==> config.mk <==
export PLATFORM = sky130hd
export DESIGN_NAME = int_to_float_pipe_flat
export DESIGN_NICKNAME = d
export VERILOG_FILES = /design/src/rtl/int_to_float_pipe_if.sv /design/src/rtl/int_to_float_pipe.sv /design/src/flat_wrapper.sv
export SDC_FILE = /design/constraint.sdc
export NUM_CORES = 1
export LEC_CHECK = 0
export ABC_AREA = 1
export CAP_MARGIN = 25
export CORE_ASPECT_RATIO = 2
export CORE_MARGIN = 2
export CORE_UTILIZATION = 25
export CTS_CLUSTER_DIAMETER = 150
export DETAILED_ROUTE_END_ITERATION = 10
export GPL_TIMING_DRIVEN = 0
export PLACE_DENSITY = 0.41
export SETUP_SLACK_MARGIN = 0.3
export SLEW_MARGIN = 25
export SYNTH_ARGS = -nofsm -noshare
export SYNTH_HDL_FRONTEND = slang
export SYNTH_SLANG_ARGS = --single-unit
==> constraint.sdc <==
create_clock -name clk -period 6.8 [get_ports clk]
set_clock_uncertainty 0.05 [all_clocks]
set_input_delay 1.36 -clock clk [delete_from_list [all_inputs] [get_ports clk]]
set_output_delay 1.36 -clock clk [all_outputs]
set_load 0.02 [all_outputs]
==> src/rtl/int_to_float_pipe_if.sv <==
// int_to_float_pipe_if: operand-in / float-out valid-ready handshake bundle.
interface int_to_float_pipe_if #(
    parameter int bits_in  = 32,
    parameter int man_bits = 23,
    parameter int exp_bits = 8
);
    logic                         in_valid;
    logic                         in_ready;
    logic [bits_in-1:0]           in_data;
    logic                         in_signed;
    logic                         out_valid;
    logic                         out_ready;
    logic [exp_bits+man_bits:0]   out_data;
    modport master (output in_valid, in_data, in_signed, out_ready, input in_ready, out_valid, out_data);
    modport slave  (input in_valid, in_data, in_signed, out_ready, output in_ready, out_valid, out_data);
endinterface

==> src/rtl/int_to_float_pipe.sv <==
// int_to_float_pipe: 3-stage integer to IEEE-754-style float converter, round-to-nearest-even.
// Stages: sign/magnitude, leading-zero count, normalise/round; all stages stall together.
module clz #(
    parameter int w = 32
) (
    input  logic [w-1:0]         in_i,
    output logic [$clog2(w)-1:0] count_o,
    output logic                 valid_o
);
    localparam int cw = $clog2(w);
    always_comb begin
        count_o = '0;
        for (int i = 0; i < w; i++) if (in_i[i]) count_o = cw'(w - 1 - i);
    end
    assign valid_o = |in_i;
endmodule

module int_to_float_pipe #(
    parameter int bits_in  = 32,
    parameter int man_bits = 23,
    parameter int exp_bits = 8,
    parameter int bias     = 127
) (
    input logic                clk,
    input logic                rst_n,
    int_to_float_pipe_if.slave bus_io
);
    localparam int lzw = $clog2(bits_in);
    localparam int fw  = 1 + exp_bits + man_bits;
    // Selects the bits below the guard bit that feed the sticky OR.
    localparam logic [bits_in-1:0] st_mask = {bits_in{1'b1}} >> (man_bits + 2);

    if ((bits_in & (bits_in - 1)) != 0 || bits_in < 4 || bits_in < man_bits + 2) begin : g_bad_width
        $error("int_to_float_pipe: bits_in must be a power of two, >= 4 and >= man_bits+2");
    end
    if (bias + bits_in > 2 ** exp_bits - 2) begin : g_bad_exp
        $error("int_to_float_pipe: exponent range cannot hold bias+bits_in");
    end

    logic               v1_q, v2_q, v3_q, s1_q, s2_q, zero2_q;
    logic [bits_in-1:0] mag1_q, mag2_q;
    logic [lzw-1:0]     lz2_q;
    logic [fw-1:0]      out_q;
    logic               advance, s1_d, nz_d, up;
    logic [bits_in-1:0] mag1_d, norm;
    logic [lzw-1:0]     lz_d;
    logic [man_bits-1:0] frac;
    logic [man_bits:0]  sum;
    logic [exp_bits-1:0] e;
    logic [fw-1:0]      out_d;

    assign advance          = !v3_q || bus_io.out_ready;
    assign bus_io.in_ready  = advance;
    assign bus_io.out_valid = v3_q;
    assign bus_io.out_data  = out_q;

    assign s1_d   = bus_io.in_signed & bus_io.in_data[bits_in-1];
    assign mag1_d = s1_d ? ~bus_io.in_data + bits_in'(1) : bus_io.in_data;

    clz #(.w(bits_in)) u_clz (.in_i(mag1_q), .count_o(lz_d), .valid_o(nz_d));

    assign norm = mag2_q << lz2_q;
    assign frac = norm[bits_in-2 -: man_bits];
    assign up   = norm[bits_in-2-man_bits] & ((|(norm & st_mask)) | frac[0]);
    assign sum  = {1'b0, frac} + (man_bits + 1)'(up);
    // A carry out of the rounding add leaves the fraction bits already zero.
    assign e     = exp_bits'(bias + bits_in - 1) - exp_bits'(lz2_q) + exp_bits'(sum[man_bits]);
    assign out_d = zero2_q ? '0 : {s2_q, e, sum[man_bits-1:0]};

    always_ff @(posedge clk or negedge rst_n) begin
        if (!rst_n) begin
            v1_q    <= 1'b0;
            v2_q    <= 1'b0;
            v3_q    <= 1'b0;
            s1_q    <= 1'b0;
            s2_q    <= 1'b0;
            zero2_q <= 1'b0;
            mag1_q  <= '0;
            mag2_q  <= '0;
            lz2_q   <= '0;
            out_q   <= '0;
        end else if (advance) begin
            v1_q    <= bus_io.in_valid;
            s1_q    <= s1_d;
            mag1_q  <= mag1_d;
            v2_q    <= v1_q;
            s2_q    <= s1_q;
            mag2_q  <= mag1_q;
            lz2_q   <= lz_d;
            zero2_q <= !nz_d;
            v3_q    <= v2_q;
            out_q   <= out_d;
        end
    end
endmodule
==> src/flat_wrapper.sv <==
// flat-port wrapper written by rule: the top's interface ports become plain ports
module int_to_float_pipe_flat 
#(
    parameter int bits_in  = 32,
    parameter int man_bits = 23,
    parameter int exp_bits = 8,
    parameter int bias     = 127
)
  (clk, rst_n, bus_io_in_valid, bus_io_in_data, bus_io_in_signed, bus_io_out_ready, bus_io_in_ready, bus_io_out_valid, bus_io_out_data);
  int_to_float_pipe_if #(.bits_in(bits_in), .man_bits(man_bits), .exp_bits(exp_bits)) bus_io_i ();
  input logic clk;
  input logic rst_n;
  input wire logic [$bits(bus_io_i.in_valid)-1:0] bus_io_in_valid;
  input wire logic [$bits(bus_io_i.in_data)-1:0] bus_io_in_data;
  input wire logic [$bits(bus_io_i.in_signed)-1:0] bus_io_in_signed;
  input wire logic [$bits(bus_io_i.out_ready)-1:0] bus_io_out_ready;
  output wire logic [$bits(bus_io_i.in_ready)-1:0] bus_io_in_ready;
  output wire logic [$bits(bus_io_i.out_valid)-1:0] bus_io_out_valid;
  output wire logic [$bits(bus_io_i.out_data)-1:0] bus_io_out_data;
  assign bus_io_i.in_valid = bus_io_in_valid;
  assign bus_io_i.in_data = bus_io_in_data;
  assign bus_io_i.in_signed = bus_io_in_signed;
  assign bus_io_i.out_ready = bus_io_out_ready;
  assign bus_io_in_ready = bus_io_i.in_ready;
  assign bus_io_out_valid = bus_io_i.out_valid;
  assign bus_io_out_data = bus_io_i.out_data;
  int_to_float_pipe #(.bits_in(bits_in), .man_bits(man_bits), .exp_bits(exp_bits), .bias(bias)) u_core (.clk(clk), .rst_n(rst_n), .bus_io(bus_io_i));
endmodule
== Word level (Yosys, flattened, before mapping) ==
Index checks and enable logic that the tools add are counted.

* Muxes and demuxes: 34
* Shift-type cells: 1
* Bitwise logic cells: 4
* Add/subtract/negate cells: 4
* Reduce and logical (&&, ||, !) cells: 5

{| class="wikitable"
|+ Operators with widths
! operator !! number
|-
| 5-bit two-way mux || 32
|-
| 32-bit two-way mux || 2
|-
| 32-bit by 1-bit adder with 32-bit output (second input constant) || 1
|-
| 32-bit NOT || 1
|-
| 32-bit OR reduction || 1
|-
| 32-bit by 5-bit left shift with 31-bit output || 1
|-
| 23-bit by 1-bit adder with 24-bit output || 1
|-
| 8-bit by 1-bit adder with 8-bit output || 1
|-
| 8-bit by 5-bit subtractor with 8-bit output (first input constant) || 1
|-
| 7-bit OR reduction || 1
|-
| 1-bit AND || 2
|-
| 1-bit zero test || 2
|-
| 1-bit logical OR || 1
|-
| 1-bit bitwise OR || 1
|}

* Output and inout bits: 34
* Register bits after elaboration: 107

== Longest topological paths before layout ==
Gate-level depths: netlist of the first run.

* Word-level depth: 32
* Depth in mapped cells: 33
* Gate-level depth less buffers: 33

== Modules after synthesis ==
A second synthesis of the first run with hierarchy kept.

* Cells, all modules: 1,165
* Area total of the unflattened synthesis: 7,564.8 um^2

{| class="wikitable"
|+ By module, submodules not included
! module !! seq. area each (um^2) !! area each (um^2) !! instances !! cells each
|-
| int_to_float_pipe || 2,652.5 || 7,094.3 || 1 || 1,058
|-
| clz || 0.0 || 470.5 || 1 || 107
|}

== Worst setup path after synthesis of the first run ==
Ideal clock, no wire load.

* Path type: input port to output port
* From: input bus_io_out_ready
* To: output bus_io_in_ready
* Arrival time: 2.320 ns
* Slack: 3.070 ns
* Data required time: 5.390 ns
* Buffers on the path: 2
* Stages on the path: 4
* Cells stage by stage: nor2_1 clkbuf_1 inv_1 clkbuf_1

* Longest elaborated chain between the ends: 1

{| class="wikitable"
|+ Ends and longest elaborated chain
! item !! line !! text
|-
| start: declaration || flat_wrapper.sv:16 || <nowiki>input wire logic [$bits(bus_io_i.out_ready)-1:0] bus_io_out_ready;</nowiki>
|-
| 1-bit logical OR || int_to_float_pipe.sv:52 || <nowiki>assign advance = !v3_q || bus_io.out_ready;</nowiki>
|-
| end: declaration || flat_wrapper.sv:17 || <nowiki>output wire logic [$bits(bus_io_i.in_ready)-1:0] bus_io_in_ready;</nowiki>
|}

No other way between the ends.

== Worst setup path after layout of the first run ==
Same ends and word-level chain as after synthesis.

==> results.md, run 1 <==
Power and ir drop:
- In this run the power density over the cells is between 400 and 500 mW/mm^2.
- Overall power consumption after layout is estimated at 3.98 mW.
- For this design the static power due to leakage is 3.79 nW.
- The maximum vdd ir drop is between 0.15 and 0.2 mV.

Synthesis:
- After synthesis, the most frequently instantiated cells are sky130_fd_sc_hd__nand2_1, sky130_fd_sc_hd__o21ai_0, sky130_fd_sc_hd__dfrtp_1, sky130_fd_sc_hd__inv_1, sky130_fd_sc_hd__nor2_1.
- The most instantiated library cell after synthesis is sky130_fd_sc_hd__nand2_1.
- The number of cells produced by synthesis is ~1000.
- The fraction of registers with async set/reset is 100%.
- In this run the cell area of the synthesized design comes to 0.00704 mm^2.
- The post-synthesis average cell area is ~7 um^2.
- By area the synthesized netlist is led by sky130_fd_sc_hd__dfrtp_1, sky130_fd_sc_hd__nand2_1, sky130_fd_sc_hd__o21ai_0, sky130_fd_sc_hd__inv_1, sky130_fd_sc_hd__nor2_1.
- The XOR/XNOR share of the synthesized area is 3.98%.
- The library cell with the largest summed area after synthesis is sky130_fd_sc_hd__dfrtp_1.
- The number of enable-type register cells in the synthesized netlist is 0.
- After synthesis, flip-flops and latches occupy between 30% and 40% of the total area.
- The total number of yosys warnings is 0.
- The area fraction of the dominant cell type after synthesis is 37.7%.
- After synthesis, the largest family of logic cells by area is simple AND/OR/NAND/NOR gates.
- The number of storage elements in the synthesis netlist is 106.
- The simple-gate area share of the yosys netlist is a little over a quarter.
- Synthesis produced a netlist with a net count of between 1000 and 1500.
- In the synthesized netlist the dominant register cell turns out to be sky130_fd_sc_hd__dfrtp_1.
- The count of distinct cell types in the synthesized netlist is 53.
- Of the total synthesized cell area, the portion taken by full adders, half adders and majority gates is less than 1%.
- The synthesized netlist devotes 19.1% of its cell area to compound gates.
- In the synthesized netlist, mux cells make up about 1.7% of the area.

Clocking:
- Clock-pin slew was measured on the worst setup and hold paths at 0.07 ns.
- In this run, post-CTS repair resized a total of 0 instances.
- The total clock buffers created by CTS is 9.
- The clock passes through at most 2 buffers.
- In this run the number of H-tree levels came out at 3.
- The clock latency at the later pin of the worst-skew pair is 0.37 ns.
- TritonCTS built the clock tree.
- The number of setup buffers added after CTS is 0.
- The number of buffers inserted for hold repair after clock tree synthesis is 0.
- Clock tree synthesis selected as its root buffer the cell sky130_fd_sc_hd__clkbuf_16.
- The tree built by TritonCTS fans out to 106 sinks.

Setup path:
- The worst-case reg-to-reg path depth is 25.
- Data arrives at the worst endpoint at 4.25 ns.
- The required arrival time at the worst endpoint is 5.39 ns.
- The worst setup path is launched from a primary input.
- The signal on the critical path passes through clkdlybuf4s50_1 -> nor2_1 -> clkbuf_1 -> inv_1 -> clkbuf_1 -> clkdlybuf4s50_1.
- Among cell families on the critical path, the largest total delay comes from buffers and inverters.
- The peak fanout along the critical path is 10.
- The startpoint identified for the worst register-to-register timing path is u_core.lz2_q[0]$_DFFE_PN0P_.
- Among all stages on the critical path, the largest delay is contributed by sky130_fd_sc_hd__clkdlybuf4s50_1.
- The number of buffers and inverters on the critical path is 5.
- The type of destination of the critical path is a primary output.
- The worst setup path is of the in -> out kind.
- The reg-to-reg critical path endpoint is u_core.bus_io.out_data[27]$_DFFE_PN0P_.
- For this run, the slowest stage of the critical path takes between 0.6 and 0.7 ns.
- The reg-to-reg setup timing slack is around 2.5 ns.

Finish:
- After filler insertion, the fill cell instance count of the layout stands at slightly above 3000.
- The number of inserted diodes is 0.
- The fraction of final layout cells with drive strength greater than 1 is just over 7%.
- The summed area of non-filler cells in the final layout is 0.00852 mm^2.
- Compared with the post-synthesis result, the final layout area differs by 21.0%.
- The number of nets in the layout is around 1100.
- After the flow finishes, the layout carries non-filler instances totaling 1439.

Drt:
- The remaining routing DRC violations is 0.
- The routed via count divided by cell count is 4.56.
- The total detailed-routing wirelength is around 24 mm.
- Dividing the detail-routed wire length by the instance count gives 17.0 um.
- The first detailed-routing pass ran for 4 iterations.
- The number of vias after detailed routing is about 6600.
- The violation count after the first detailed-route iteration is roughly 260.
- Once detail routing completed, the nets flagged for antenna violations numbered 0.

Timing:
- The number of endpoints with negative hold slack in the final report is 0.
- The minimum hold slack is 0.422 ns.
- The count of final max-slew check failures is 0.
- The measured slew at the worst slew-check pin is 0.878 ns.
- The worst relative slew slack is 41.3%.
- The shortest clock period the worst path allows after layout is ~5.7 ns.
- Based on the critical path, the design can be clocked at up to about 180 MHz.
- Setup repair after global routing left no endpoint under its margin.
- Setup violations remaining at the end of the flow were counted as 0.
- In the finished design, the share of the clock period the worst path needs comes to 83.2%.

Global route:
- The first-pass GRT wire length is 37.6 mm.
- The initial antenna violation count came to 0.
- Entering global routing, the biggest net connects 63 pins.
- Global routing used around 17% of the available tracks across all layers.
- For this run the aggregate overflow at the end of global routing stands at 0.
- The via count of the first global-routing pass is 6816.

Worst hold path:
- The worst hold path endpoint is u_core.bus_io.out_valid$_DFFE_PN0P_.
- The cell depth of the worst hold path is 1.
- The startpoint identified for the worst hold timing path is u_core.v2_q$_DFFE_PN0P_.
- The path class of the tightest hold or removal check is reg -> reg.

Job:
- Max-cap violations in this run came to 0.

Placed design:
- The weighted congestion reported at the end of routability-driven placement is 0.908.
- Counting tap cells, the placed design contains a total of 1424 instances.
- The wire-length estimate of the detail-placed layout is ~20 mm.
- In this run the tool buffered the top-level ports with 70 buffer cells.
- The total placed instance area is between 0.008 and 0.009 mm^2.

Floorplanning:
- The number of placed I/O pins is 71.
- The initial standard-cell utilization of the core is 25.5%.
- The row count is 86.
- The core area is 0.0277 mm^2.
- The vertical extent of the die is roughly 240 um.
- The die is around 120 um wide.
- The die covers approximately 0.03 mm^2.

Run status:
- The run finished with clean final reports.
==> cell families (layout without fill, tap and decap cells) <==
| logic type | after synthesis | after routing |
|---|---|---|
| xor+xnor | 32 | 32 |
| mux | 12 | 12 |
| fa+ha+maj | 4 | 4 |
| compound gates | 234 | 234 |
| simple gates | 450 | 450 |
| flops | 106 | 106 |
| buf+inv | 163 | 249 |
==> stage by stage <==
step                      TNS [ns]  util [%]  setup WS, ns
after CTS                        0      30.8         0.958
after floorplan                  0         -          3.07
final                            0      30.8          1.14
after global routing             0      30.8         0.901
after global placement      -11.33      29.6        -0.122
after detailed placement         0      29.7         0.967
==> metal layers <==
layer  global-route usage, %  wire (um)
met1                    15.0       7930
met2                    36.1      14700
met3                    1.79        468
met4                    9.79       1320
met5                       0          0
==> placed cells by master, fill, tap and decap left out, types with 19 or more instances in the layout <==
cell type and n:
sky130_fd_sc_hd__nand2_1 284, sky130_fd_sc_hd__o21ai_0 109, sky130_fd_sc_hd__inv_1 106, sky130_fd_sc_hd__dfrtp_1 106, sky130_fd_sc_hd__nor2_1 86, sky130_fd_sc_hd__clkdlybuf4s50_1 69
sky130_fd_sc_hd__o21ai_1 45, sky130_fd_sc_hd__clkbuf_1 28, sky130_fd_sc_hd__a21oi_1 24, sky130_fd_sc_hd__nand3_1 21, sky130_fd_sc_hd__xor2_1 19
==> sequential cells by signal, indices dropped and copies added, names as in the netlist <==
register / count
u_core.lz2_q: 5
u_core.s1_q: 1
u_core.v1_q: 1
u_core.s2_q: 1
u_core.mag2_q: 31
u_core.zero2_q: 1
u_core.bus_io.out_data: 32
u_core.v2_q: 1
u_core.mag1_q: 32
u_core.bus_io.out_valid: 1
==> area by class of cell <==
cell class	count	area (um^2)	area share (%)
flip-flops and latches	106	2650	31.1
plain buffers	52	284	3.33
repair buffers	71	729	8.56
inverters	111	417	4.89
clock buffers	11	253	2.97
multi-input cells	732	3690	43.3
well taps	352	440	5.17
clock inverters	4	58.8	0.690
==> worst register-to-register path: cells and delay by family (launching register included) <==
family                   cells  cell delay, ns
AND/OR/NAND/NOR             14            1.77
AO/OA/AOI/OAI                5            0.86
adder cells (fa/ha/maj)      2            0.46
flip-flops                   1            0.45
buffers and inverters        3            0.42
XOR/XNOR                     1            0.15
==> how the worst max path moves through the flow <==
stage | end | depth (start not counted) | startpoint
after floorplan | bus_io_in_ready | 4 | bus_io_out_ready
after global placement | u_core.bus_io.out_data[31]$_DFFE_PN0P_ | 1 | rst_n
after detailed placement | bus_io_in_ready | 6 | bus_io_out_ready
after CTS | bus_io_in_ready | 6 | bus_io_out_ready
after global routing | bus_io_in_ready | 6 | bus_io_out_ready
final | bus_io_in_ready | 6 | bus_io_out_ready
==> power breakdown <==
part / switching [mW] / internal, mW
logic: 1.56 / 0.843
clock network: 0.265 / 0.309
registers: 0.147 / 0.863
total: 1.97 / 2.01
Note: power is estimated with default switching activity, not from simulation.
==> inputs of run 2 (changes only) <==
Settings changed: PLACE_DENSITY 0.41 to 0.43.
Clock period 6.8 ns to 4.9 ns, I/O delays scaled along.
==> results.md, run 2 (same netlist as run 1, synthesis figures left out) <==
Floorplanning:
- The die outline area is 0.0296 mm^2 (unchanged).
- The number of placed I/O pins is 71 (unchanged).
- The core area is 0.0277 mm^2 (unchanged).
- The initial standard-cell utilization of the core is 25.5% (unchanged).
- The row count is 86 (unchanged).
- The vertical extent of the die is 241 um (unchanged).
- The die span in x is 123 um (unchanged).

Timing:
- Based on the critical path, the design can be clocked at up to 234 MHz.
- The measured slew at the worst slew-check pin came to 0.888 ns (+0.0104 ns).
- Setup repair after global routing left no endpoint under its margin.
- The number of setup violations in the final report is 0 (unchanged).
- The number of endpoints with negative hold slack in the final report is 0 (unchanged).
- The count of final max-slew check failures is 0 (unchanged).
- The worst relative slew slack is 40.8% (-0.48 points).
- After layout, the worst path uses about 87% of the clock period.
- The sum of negative setup slack is 0 ns (unchanged).
- The clock period could shrink to 4.27 ns.

Setup path:
- The cell family contributing the most delay on the critical path is buffers and inverters.
- The critical path depth in cells came to 6 (unchanged).
- The signal on the critical path passes through clkdlybuf4s50_1 -> nor2_4 -> clkbuf_2 -> inv_1 -> clkbuf_2 -> clkdlybuf4s50_1.
- The endpoint identified for the worst register-to-register timing path is u_core.bus_io.out_data[27]$_DFFE_PN0P_.
- The peak fanout along the critical path is 10 (unchanged).
- The worst setup path category is in -> out.
- STA classifies the critical path endpoint as a primary output.
- The number of buffers and inverters on the critical path came to 5 (unchanged).
- The startpoint identified for the worst register-to-register timing path is u_core.lz2_q[0]$_DFFE_PN0P_.
- The worst setup path is launched from a primary input.
- The longest individual stage delay on the worst path was 0.68 ns (about the same).
- The critical path data arrival time was 3.24 ns (-1.01 ns).
- The worst-case reg-to-reg path depth is 25 (unchanged).
- The master of the slowest instance on the critical path is sky130_fd_sc_hd__clkdlybuf4s50_1.
- The reg-to-reg setup timing slack is 0.78 ns (-1.73 ns).
- The required arrival time at the worst endpoint came to 3.87 ns (-1.52 ns).

Finish:
- The utilization after layout came to 30.8% (about the same).
- The commonest non-fill, non-tap cell in the layout is sky130_fd_sc_hd__nand2_1.
- The number of inserted diodes is 0 (unchanged).
- The count of filler cells inserted in the layout is 3086 (+0.55%).
- Leaving out fill and tap cells, the most frequent cells in the layout are sky130_fd_sc_hd__nand2_1, sky130_fd_sc_hd__o21ai_0, sky130_fd_sc_hd__inv_1, sky130_fd_sc_hd__dfrtp_1, sky130_fd_sc_hd__nor2_1.
- The number of nets in the layout is 1124 (unchanged).
- The fraction of final layout cells with drive strength greater than 1 came to 7.44% (+0.18 points).
- The signed area change from the synthesized netlist to the final layout is 20.9% (about the same).

Worst hold path:
- The worst hold-check path type is reg -> reg.
- The worst hold path terminates at u_core.bus_io.out_valid$_DFFE_PN0P_.
- The cell depth of the worst hold path is 1 (unchanged).
- The launch point of the worst hold path is u_core.v2_q$_DFFE_PN0P_.

Clocking:
- The maximum number of buffers from clock root to sink is 2 (unchanged).
- The clock root buffer master is sky130_fd_sc_hd__clkbuf_16.
- The number of H-tree levels is 3 (unchanged).
- The number of buffers inserted for hold repair after clock tree synthesis is 0 (unchanged).
- The total clock buffers created by CTS is 9 (unchanged).
- The clock latency at the later pin of the worst-skew pair came to 0.37 ns (about the same).
- The CTS tree is done.
- The number of sinks on the clock net is 106 (unchanged).
- The clock transition time at the flip-flop clock pins of the worst setup and hold paths came to 0.07 ns (about the same).
- The post-CTS setup-driven buffer insertion count came to 0 (unchanged).

Power and ir drop:
- The maximum vdd ir drop is 0.234 mV (+35%).
- The power per unit of standard cell area came to 644 mW/mm^2 (+38%).
- The leakage power figure was 3.79 nW (about the same).

Global route:
- The global-route total usage across every layer is 17.1% (-0.10 points).
- The first-pass GRT wire length came to 37.3 mm (-0.70%).
- The total congestion overflow after global routing was 0 (unchanged).
- The initial antenna violation count is 0 (unchanged).
- The largest net degree at the start of global routing is 62 (-1.6%).
- The via count of the first global-routing pass is 6719 (-1.4%).

Drt:
- The routed wire length per instance was 16.8 um (-0.97%).
- The remaining routing DRC violations is 0 (unchanged).
- The total detailed-routing wirelength is 24.3 mm (-0.90%).
- The post-detailed-route count of antenna-violating nets is 0 (unchanged).
- The number of optimization iterations in the first detailed-route pass is 4 (unchanged).
- The violation count after the first detailed-route iteration is 246 (-4.3%).
- The routed via count divided by cell count came to 4.55 (-0.43%).
- The number of vias after detailed routing came to 6545 (-0.37%).

Placed design:
- The weighted congestion reported at the end of routability-driven placement is 0.905 (-0.29%).
- The total half-perimeter wirelength after legalization and detailed placement came to 20.3 mm (-0.54%).
- The port buffer count came to 70 (unchanged).

Job:
- The number of max-cap violations is 0 (unchanged).

Run status:
- The flow ran to the end, and the final reports show no timing, DRC or antenna violations.
[run 2: metrics by stage]
| stage | power [mW] | std cells | hold WS (ns) | setup WS, ns | cell area [um^2] |
|---|---|---|---|---|---|
| after global placement | 4.76 | 1423 | 0.407 | -1.60 | 8180 |
| after global routing | 5.95 | 1440 | 0.455 | 0.450 | 8520 |
| after detailed placement | 4.77 | 1424 | 0.414 | -0.183 | 8210 |
| final | 5.48 | 1440 | 0.427 | 0.627 | 8520 |
| after floorplan | 3.61 | 1001 | 0.390 | 1.74 | 7040 |
| after CTS | 5.56 | 1440 | 0.433 | 0.307 | 8510 |
[run 2: layout make-up]
class                      instances  area (um^2)  share of cell area, %
multi-input combinational        732         3700                   43.4
clock inverter                     5         61.3                  0.720
buffer                            52          287                   3.36
clock buffer                      11          233                   2.73
timing repair buffer              71          729                   8.57
sequential                       106         2650                   31.1
inverter                         111          417                   4.89
tap                              352          440                   5.17
[run 2: how the worst max path moves through the flow]
stage	from	endpoint	slack, ns
3_3_place_gp	rst_n	u_core.bus_io.out_data[31]$_DFFE_PN0P_	-1.60
2_1_floorplan	u_core.lz2_q[0]$_DFFE_PN0P_	u_core.bus_io.out_data[27]$_DFFE_PN0P_	1.74
4_1_cts	bus_io_out_ready	bus_io_in_ready	0.31
6_report	bus_io_out_ready	bus_io_in_ready	0.63
5_1_grt	u_core.lz2_q[0]$_DFFE_PN0P_	u_core.bus_io.out_data[27]$_DFFE_PN0P_	0.45
3_5_place_dp	bus_io_out_ready	bus_io_in_ready	-0.18
[run 2: report_power, final]
part	internal (mW)	leakage (nW)	switching, mW
Combinational	1.17	2.36	2.15
Clock	0.401	0.144	0.358
Sequential	1.20	1.29	0.201
Total	2.77	3.79	2.71
[run 2: worst register-to-register path, delay by kind of cell (launching register included)]
family | cells | cell delay [ns]
simple gates | 14 | 1.72
compound gates | 5 | 0.77
fa+ha+maj | 2 | 0.46
buf+inv | 3 | 0.41
flops | 1 | 0.41
xor+xnor | 1 | 0.15
[run 2: timing repair]
action	in CTS	in global routing
resized for setup	3	2
setup endpoints to repair	1	1
gates cloned	0	0
[run 2: layer usage]
| layer | track usage [%] | vias to the layer above | share of wire, % |
|---|---|---|---|
| met5 | 0 | - | 0 |
| met4 | 10.0 | 0 | 5.2 |
| met3 | 1.86 | 44 | 2.0 |
| met2 | 36.2 | 102 | 61 |
| met1 | 14.4 | 2988 | 32 |
| li1 | - | 3411 | - |
==> inputs of run 3 (changes only) <==
Settings changed: CORE_UTILIZATION 25 to 48, PLACE_DENSITY 0.43 to 0.72.
==> results.md, run 3 (same netlist as run 1, synthesis figures left out) <==
Floorplanning:
- The vertical extent of the die was 175 um (-27%).
- The die outline area is 0.0157 mm^2 (-47%).
- The core area came to 0.0144 mm^2 (-48%).
- The number of placed I/O pins is 71 (unchanged).
- The row count is 62 (-28%).
- The initial standard-cell utilization of the core came to 49.1% (+24 points).
- The die span in x is 89.6 um (-27%).

Timing:
- The final clock period utilization by the worst path is 87.9% (+0.68 points).
- The number of setup violations in the final report is 0 (unchanged).
- The shortest clock period the worst path allows after layout is 4.31 ns (+0.0332 ns).
- The measured slew at the worst slew-check pin is 0.830 ns (-0.0583 ns).
- The count of final max-slew check failures is 0 (unchanged).
- Setup repair after global routing left no endpoint under its margin.
- The worst relative slew slack is 44.7% (+3.9 points).
- The maximum clock rate is 232 MHz (-0.77%).
- The number of endpoints with negative hold slack in the final report is 0 (unchanged).
- The worst setup slack after layout is 0.594 ns (-0.0332 ns).

Setup path:
- The setup path with the least slack is of type in -> out.
- The reg-to-reg setup timing slack was 0.81 ns (+0.03 ns).
- In this run the critical register-to-register path is captured at u_core.bus_io.out_data[27]$_DFFE_PN0P_.
- The type of destination of the critical path is a primary output.
- The peak fanout along the critical path is 10 (unchanged).
- The sort of element at the start of the critical path is a primary input.
- The first element of the critical path is bus_io_out_ready.
- The launching point of the worst reg2reg path is u_core.lz2_q[0]$_DFFE_PN0P_.
- The worst-case reg-to-reg path depth was 25 (unchanged).
- The critical path data arrival time came to 3.28 ns (+0.04 ns).
- The required arrival time at the worst endpoint was 3.87 ns (about the same).

Worst hold path:
- The path with the worst hold slack has its endpoint at u_core.bus_io.out_valid$_DFFE_PN0P_.
- The cell depth of the worst hold path is 1 (unchanged).
- The worst hold-check path type is reg -> reg.
- In this run the most critical hold path is launched from u_core.v2_q$_DFFE_PN0P_.

Clocking:
- The post-CTS setup-driven buffer insertion count came to 0 (unchanged).
- The number of H-tree levels is 3 (unchanged).
- The total clock buffers created by CTS was 9 (unchanged).
- The maximum number of buffers from clock root to sink was 2 (unchanged).
- The clock latency at the later pin of the worst-skew pair is 0.36 ns (about the same).
- The clock transition time at the flip-flop clock pins of the worst setup and hold paths is 0.07 ns (about the same).
- The clock root buffer master is sky130_fd_sc_hd__clkbuf_16.
- TritonCTS built the clock tree.
- The number of sinks on the clock net came to 106 (unchanged).

Placed design:
- The worst setup slack before clock tree synthesis was 0.0607 ns (+0.243 ns).
- The number of placed instances with taps included came to 1264 (-11%).
- The total half-perimeter wirelength after legalization and detailed placement is 16.5 mm (-19%).
- The weighted congestion reported at the end of routability-driven placement is 0.997 (+10%).
- The port buffer count is 70 (unchanged).

Drt:
- The total detailed-routing wirelength is 20.1 mm (-17%).
- The remaining routing DRC violations was 0 (unchanged).
- The violation count after the first detailed-route iteration is 224 (-8.9%).
- The post-detailed-route count of antenna-violating nets is 0 (unchanged).
- The number of vias after detailed routing is 6730 (+2.8%).
- The routed wire length per instance is 15.7 um (-6.9%).
- The number of optimization iterations in the first detailed-route pass is 4 (unchanged).
- The routed via count divided by cell count was 5.26 (+16%).

Finish:
- The combined flip-flop and latch cell area is 0.00265 mm^2 (unchanged).
- The signed area change from the synthesized netlist to the final layout is 18.2%.
- The number of inserted diodes came to 0 (unchanged).
- The utilization after layout was 58.0% (+27 points).
- The count of filler cells inserted in the layout is 1440 (-53%).
- The area of combinational cells with multiple inputs was 0.00369 mm^2 (-0.14%).
- The top cell types in the final layout, fill and taps aside, are sky130_fd_sc_hd__nand2_1, sky130_fd_sc_hd__o21ai_0, sky130_fd_sc_hd__inv_1, sky130_fd_sc_hd__dfrtp_1, sky130_fd_sc_hd__nor2_1.
- The fraction of final layout cells with drive strength greater than 1 is 7.54% (+0.099 points).
- The commonest non-fill, non-tap cell in the layout is sky130_fd_sc_hd__nand2_1.
- The number of nets in the layout is 1124 (unchanged).
- The final instance count without filler cells is 1279 (-11%).

Job:
- The number of max-cap violations is 0 (unchanged).

Global route:
- The largest net degree at the start of global routing came to 74 (+19%).
- The initial antenna violation count is 0 (unchanged).
- The via count of the first global-routing pass is 6735 (+0.24%).
- The total congestion overflow after global routing is 0 (unchanged).
- The global-route total usage across every layer is 27.0% (+9.9 points).
- The first-pass GRT wire length is 32.1 mm (-14%).

Power and ir drop:
- The power per unit of standard cell area came to 648 mW/mm^2 (+0.70%).
- The maximum vdd ir drop is 0.232 mV (-1.2%).
- The leakage power figure is 3.80 nW (+0.17%).

Run status:
- The flow ran to the end, and the final reports show no timing, DRC or antenna violations.
run 3: cell count changes in the layout (fill, tap and decap cells not counted), sizes merged:
cell,before,now
inv,112,114
clkbuf,39,38
clkinv,3,1
run 3: worst max-delay path, cell delays in order:
cell                              delay [ns]
sky130_fd_sc_hd__clkdlybuf4s50_1        0.41
sky130_fd_sc_hd__nor2_2                 0.40
sky130_fd_sc_hd__clkbuf_2               0.31
sky130_fd_sc_hd__inv_1                  0.22
sky130_fd_sc_hd__clkbuf_2               0.33
sky130_fd_sc_hd__clkdlybuf4s50_1        0.61
run 3: stage by stage:
step | hold slack (ns) | cell area, um^2 | setup TNS, ns | power [mW]
floorplan | 0.390 | 7040 | 0 | 3.61
global placement | 0.407 | 7980 | -110.94 | 4.59
detailed placement | 0.411 | 8010 | 0 | 4.63
CTS | 0.428 | 8320 | 0 | 5.40
global route | 0.447 | 8320 | 0 | 5.85
finish | 0.421 | 8320 | 0 | 5.39
run 3: per-layer routing:
metal / track usage (%) / vias up / part of all wire, %
li1: - / 3404 / -
met1: 23.7 / 3089 / 32
met2: 51.8 / 161 / 57
met3: 2.82 / 76 / 2.1
met4: 20.3 / 0 / 8.1
met5: 0 / - / 0
run 3: power breakdown:
part,switching [mW],internal (mW)
Combinational,2.07,1.17
Sequential,0.198,1.20
Clock,0.338,0.417
run 3: how the worst max path moves through the flow:
| stage | to | slack, ns | cells after the start |
|---|---|---|---|
| floorplan | u_core.bus_io.out_data[27]$_DFFE_PN0P_ | 1.74 | 22 |
| global placement | u_core.bus_io.out_data[18]$_DFFE_PN0P_ | -1.06 | 1 |
| detailed placement | bus_io_in_ready | 0.06 | 6 |
| CTS | bus_io_in_ready | 0.36 | 6 |
| global route | u_core.bus_io.out_data[27]$_DFFE_PN0P_ | 0.46 | 25 |
| finish | bus_io_in_ready | 0.59 | 6 |
run 3: what timing repair did:
item / CTS / global route
resized for setup: 2 / 2
cloned: 0 / 0
setup endpoints to repair: 1 / 1
hold buffers: 0 / 0
endpoints found under the hold margin: 0 / 0
run 3: final cells by class:
type / count / area share [%]
well taps: 192 / 2.89
repair buffers: 71 / 8.76
clock inverters: 5 / 0.812
plain buffers: 52 / 3.44
flip-flops and latches: 106 / 31.9
multi-input cells: 732 / 44.3
inverters: 111 / 5.01
clock buffers: 10 / 2.87
